[src/rtl/hazard_forward_ctrl.sv]
// hazard_forward_ctrl: scoreboard-driven hazard unit for the 16-bit five-stage core.
// Tracks the destination registers of the instructions in EX and MEM, registers the
// EX-stage forward selects, raises a one-cycle load-use stall and flushes on a taken
// branch. Event counters report how many stalls and flushes occurred.
//
// Only the scoreboard fields that feed a decision are held. The WB occupant is never
// consulted (the register bank writes before it is read), and the MEM occupant only
// ever needs valid/regWrite/rd, so those are the only bits kept past EX.
module hazard_forward_ctrl #(
  parameter int SAT_CNT = 1
) (
  input  logic        clock,
  input  logic        reset,
  input  logic [2:0]  rs_id,
  input  logic [2:0]  rt_id,
  input  logic [2:0]  rd_id,
  input  logic        regWrite_id,
  input  logic        memRead_id,
  input  logic        branch_id,
  input  logic        zeroEx,
  output logic [1:0]  saidaAfw,
  output logic [1:0]  saidaBfw,
  output logic        pcWrite,
  output logic        ifidWrite,
  output logic        idexBubble,
  output logic        flushIfId,
  output logic [15:0] stallCount,
  output logic [15:0] flushCount
);

  // Forward select codes as seen by the EX-stage operand muxes.
  localparam logic [1:0] FwdBank = 2'b00;  // register bank value
  localparam logic [1:0] FwdMem  = 2'b01;  // resultadoALU_MEM
  localparam logic [1:0] FwdWb   = 2'b10;  // resultadoMux_WB

  // EX slot: the instruction that entered EX at the last edge.
  logic       exValid_reg;
  logic [2:0] exRd_reg;
  logic       exRegWrite_reg;
  logic       exMemRead_reg;
  logic       exBranch_reg;

  // MEM slot: only what a forward decision needs.
  logic       memValid_reg;
  logic [2:0] memRd_reg;
  logic       memRegWrite_reg;

  // Per-operand view (index 0 = operand A / rs, 1 = operand B / rt).
  logic [2:0] srcId [2];
  logic [1:0] exHit;
  logic [1:0] memHit;
  logic [1:0] fwd_next [2];
  logic [1:0] fwd_reg  [2];

  logic stall;
  logic taken;
  logic bubble;

  logic [15:0] stallCount_reg;
  logic [15:0] flushCount_reg;

  assign srcId[0] = rs_id;
  assign srcId[1] = rt_id;

  // One forward path per ALU operand; the nearer producer (EX) wins over MEM.
  genvar gi;
  generate
    for (gi = 0; gi < 2; gi++) begin : genOperand
      assign exHit[gi]  = exValid_reg && exRegWrite_reg &&
                          (exRd_reg == srcId[gi]) && (srcId[gi] != 3'd0);
      assign memHit[gi] = memValid_reg && memRegWrite_reg &&
                          (memRd_reg == srcId[gi]) && (srcId[gi] != 3'd0);
      // EX producer will sit in MEM when this instruction reaches EX, MEM producer in WB.
      assign fwd_next[gi] = exHit[gi]  ? FwdMem :
                            memHit[gi] ? FwdWb  : FwdBank;

      // Select travels with the instruction into EX; a bubble carries no forwarding.
      always_ff @(posedge clock) begin
        if (!reset) begin
          fwd_reg[gi] <= FwdBank;
        end else if (bubble) begin
          fwd_reg[gi] <= FwdBank;
        end else begin
          fwd_reg[gi] <= fwd_next[gi];
        end
      end
    end
  endgenerate

  assign saidaAfw = fwd_reg[0];
  assign saidaBfw = fwd_reg[1];

  // A load in EX cannot forward its data in time for a dependent ID instruction.
  assign stall  = exMemRead_reg && (exHit[0] || exHit[1]);
  assign taken  = exValid_reg && exBranch_reg && zeroEx;
  assign bubble = stall || taken;

  // A taken branch overrides the stall: the stalled instruction is squashed anyway,
  // and the front end must keep moving to fetch the branch target.
  assign pcWrite    = taken || !stall;
  assign ifidWrite  = taken || !stall;
  assign idexBubble = bubble;
  assign flushIfId  = taken;

  // Scoreboard advance: MEM takes EX, EX takes ID or a bubble.
  always_ff @(posedge clock) begin
    if (!reset) begin
      exValid_reg     <= 1'b0;
      exRd_reg        <= 3'd0;
      exRegWrite_reg  <= 1'b0;
      exMemRead_reg   <= 1'b0;
      exBranch_reg    <= 1'b0;
      memValid_reg    <= 1'b0;
      memRd_reg       <= 3'd0;
      memRegWrite_reg <= 1'b0;
    end else begin
      memValid_reg    <= exValid_reg;
      memRd_reg       <= exRd_reg;
      memRegWrite_reg <= exRegWrite_reg;
      if (bubble) begin
        exValid_reg    <= 1'b0;
        exRd_reg       <= 3'd0;
        exRegWrite_reg <= 1'b0;
        exMemRead_reg  <= 1'b0;
        exBranch_reg   <= 1'b0;
      end else begin
        exValid_reg    <= 1'b1;
        exRd_reg       <= rd_id;
        exRegWrite_reg <= regWrite_id;
        exMemRead_reg  <= memRead_id;
        exBranch_reg   <= branch_id;
      end
    end
  end

  // Counter step: hold at all-ones when saturating, otherwise roll over.
  function automatic logic [15:0] bump(input logic [15:0] cnt);
    if ((SAT_CNT != 0) && (cnt == 16'hFFFF)) begin
      return cnt;
    end
    return cnt + 16'd1;
  endfunction

  // Event counters; a flush cycle is never also counted as a stall.
  always_ff @(posedge clock) begin
    if (!reset) begin
      stallCount_reg <= 16'd0;
      flushCount_reg <= 16'd0;
    end else if (taken) begin
      flushCount_reg <= bump(flushCount_reg);
    end else if (stall) begin
      stallCount_reg <= bump(stallCount_reg);
    end
  end

  assign stallCount = stallCount_reg;
  assign flushCount = flushCount_reg;

endmodule

[config.mk]
export PLATFORM = sky130hd
export DESIGN_NAME = hazard_forward_ctrl
export DESIGN_NICKNAME = d
export VERILOG_FILES = /design/src/rtl/hazard_forward_ctrl.sv
export SDC_FILE = /design/constraint.sdc
export NUM_CORES = 1
export LEC_CHECK = 0
export CORE_MARGIN = 2
export CORE_UTILIZATION = 45
export CTS_BUF_LIST = sky130_fd_sc_hd__clkbuf_4
export CTS_CLUSTER_SIZE = 24
export DETAILED_ROUTE_END_ITERATION = 10
export PLACE_DENSITY = 0.7
export SKIP_CTS_REPAIR_TIMING = 1
export SLEW_MARGIN = 20
export SYNTH_ARGS = -nofsm -noshare
export SYNTH_HDL_FRONTEND = slang
export SYNTH_SLANG_ARGS = --single-unit
[constraint.sdc]
create_clock -name clock -period 2.2 [get_ports clock]
set_clock_uncertainty 0.15 [all_clocks]
set_input_delay 0.33 -clock clock [delete_from_list [all_inputs] [get_ports clock]]
set_output_delay 0.33 -clock clock [all_outputs]
set_load 0.1 [all_outputs]
==> run metrics <==
initial core utilization a little under half; fmax roughly 450 MHz; Synth top area share ~38%; CTS sink count 48; Final Critical Period 2240 ps; global-route wire length before repair around 9000 um; fin nets about 370; worst-path cell with the longest stage delay dfxtp_2; Max-cap violations 0; drt wl/cell 13.7 um; CP Max Fanout 3; Seq cells post-synth between 40 and 50; vias in the first global route around 2000; most frequent cells after synthesis 44 x dfxtp_1, 21 x a21oi_1, 18 x nor2_1; number of synthesis warnings 0; final setup fails 3; startpoint types flip-flop; CTS Buf Count 5; Core Region 5040 um2; Hold WS 342 ps; Buf/Inv on CP 2; WP data required 1720 ps; Clk Latency, worst-skew pair around 360 ps; critical path data arrival time around 1800 ps; die width 75.9 um; total power around 0.0015 W; H-tree depth 2; WL final ~5700 um; Vias/cell 5.33; I/O pin cnt 55; final hold vios 0; Setup TNS -114 ps; top cell family by delay on the critical path compound AO/OA/AOI/OAI gates; port buffer count between 50 and 60; RSZ-0062 raised after global routing yes; DR DRC count 0; PwrDens 448 nW/um2; outcome complete, but fails checks; largest net degree at the start of global routing 30; ant diodes 0; Leak between 1 and 1.5 nW; Peak VDD IR ~0.00039 V; Post-synth EDFFs 4; CP max stage delay between 300 and 400 ps; Die Span Y about 76 um; total gr overflow 0; ys async rst share 0%; Iter 0 DRT Violations between 90 and 100; Final Max Slew Viols 0; Netlist Area Pre-Place between 2000 and 2500 um2; Layout area overhead 44.3%; clock root buffer clkbuf_4; Setup CP Type flip-flop to output port; iteration count of the initial detailed-routing pass 4; Seq/Total Area, Yosys between 40% and 50%; failing checks negative setup slack; Main synth FF type dfxtp_1; layout cells sized above 1 39.3%; DP Area ~3200 um2; crit end category output port; post-route design area approximately 3400 um2; synth top area cells dfxtp_1 38%, edfxtp_1 5.2%, xnor2_1 4.9%; most frequent cell after synthesis dfxtp_1; Setup WS post-layout -39.0 ps; ANT nets after route 0; Distinct cells, synth 38; row cnt 26; Worst Hold Class flip-flop to flip-flop; largest area contributor in the netlist dfxtp_1; CP Cell Sequence xnor2_1 > nand4_1 > buf_4 > o22a_4 > o21ai_4 > buf_12; post-synthesis cell count ~260; syn avg cell area slightly below 9 um2; die area about 5800 um2; gr usage total between 10% and 20%; hold depth 2; DR vias ~2200; CTS tree done; r2r worst-path depth 7; antenna violations before repair 0; clock buffer depth 2; routability cong. between 0.8 and 0.9; FILL cells about 440; Post-DP HPWL roughly 4200 um; CTS clk-pin slew, worst paths between 100 and 150 ps; final period utilization 102%; Worst path depth 6
through the flow:
step,util [%],setup WS (ps),instances
2_1_floorplan,-,-21.8,264
3_3_place_gp,63.0,-244,406
3_5_place_dp,63.0,-333,406
4_1_cts,64.0,-207,414
5_1_grt,66.5,-129,419
6_report,66.5,-39.0,419
logic make-up (layout without fill, tap and decap cells):
kind of cell	after synthesis	count (layout)	share of synthesized area, %
simple gates	123	123	30.5
fa+ha+maj	2	2	1.08
xor+xnor	18	18	6.79
flops	48	48	43.1
compound gates	47	47	13.0
buf+inv	17	102	3.23
other cells	1	4	0.161
mux	5	5	2.15
worst min-delay path: cells and delay by family (launching register included):
kind,cells,cell delay (ps)
flip-flops,1,360
AO/OA/AOI/OAI,2,110
final timing paths:
| path | startpoint | endpoint | slack (ps) |
|---|---|---|---|
| setup / recovery | exRd_reg[0] | idexBubble | -40 |
| hold reg to reg | stallCount[8] | stallCount[8] | 340 |
| setup reg to reg | stallCount[0] | stallCount[4] | 70 |
| hold / removal | stallCount[8] | stallCount[8] | 340 |
layout make-up:
class / instances / area [um2] / area share [%]
clock buffers: 5 / 37.5 / 1.12
inverters: 5 / 18.8 / 0.560
multi-input cells: 199 / 1360 / 40.6
well taps: 70 / 87.6 / 2.61
repair buffers: 89 / 782 / 23.3
flip-flops and latches: 48 / 1050 / 31.4
clock inverters: 3 / 13.8 / 0.410
layer usage:
metal	global-route usage (%)	up-vias	routed length, um
met5	0	-	0
met2	32.4	42	2840
li1	-	1145	-
met4	6.43	0	66
met3	4.10	6	209
met1	26.4	1042	2630
power breakdown:
group	internal (W)	total (W)	switching [W]
combinational	0.0000834	0.000191	0.000108
clock	0.000119	0.000404	0.000285
sequential	0.000893	0.000907	0.0000137
placed cells by master (no fill, tap or decap), types with 3 or more instances in the layout:
cell type,synthesis,routed
nand2_1,14,14
dfxtp_2,0,32
xor2_1,5,5
clkdlybuf4s50_1,0,9
inv_1,4,4
and2_1,15,15
edfxtp_1,4,4
buf_4,2,69
nand4_1,10,10
nor4_1,7,7
mux2i_1,5,5
dfxtp_1,44,9
nor3_1,10,10
or4_1,14,14
and3_1,6,6
o31ai_1,14,14
a21oi_2,0,6
a21oi_1,21,15
buf_12,0,5
dlymetal6s2s_1,0,5
and4_1,9,8
xnor2_1,13,11
nand3_1,14,13
nor2_1,18,18
conb_1,1,4
clkbuf_4,0,5
dfxtp_4,0,3
No activity file was read; power rests on OpenSTA's default activity.
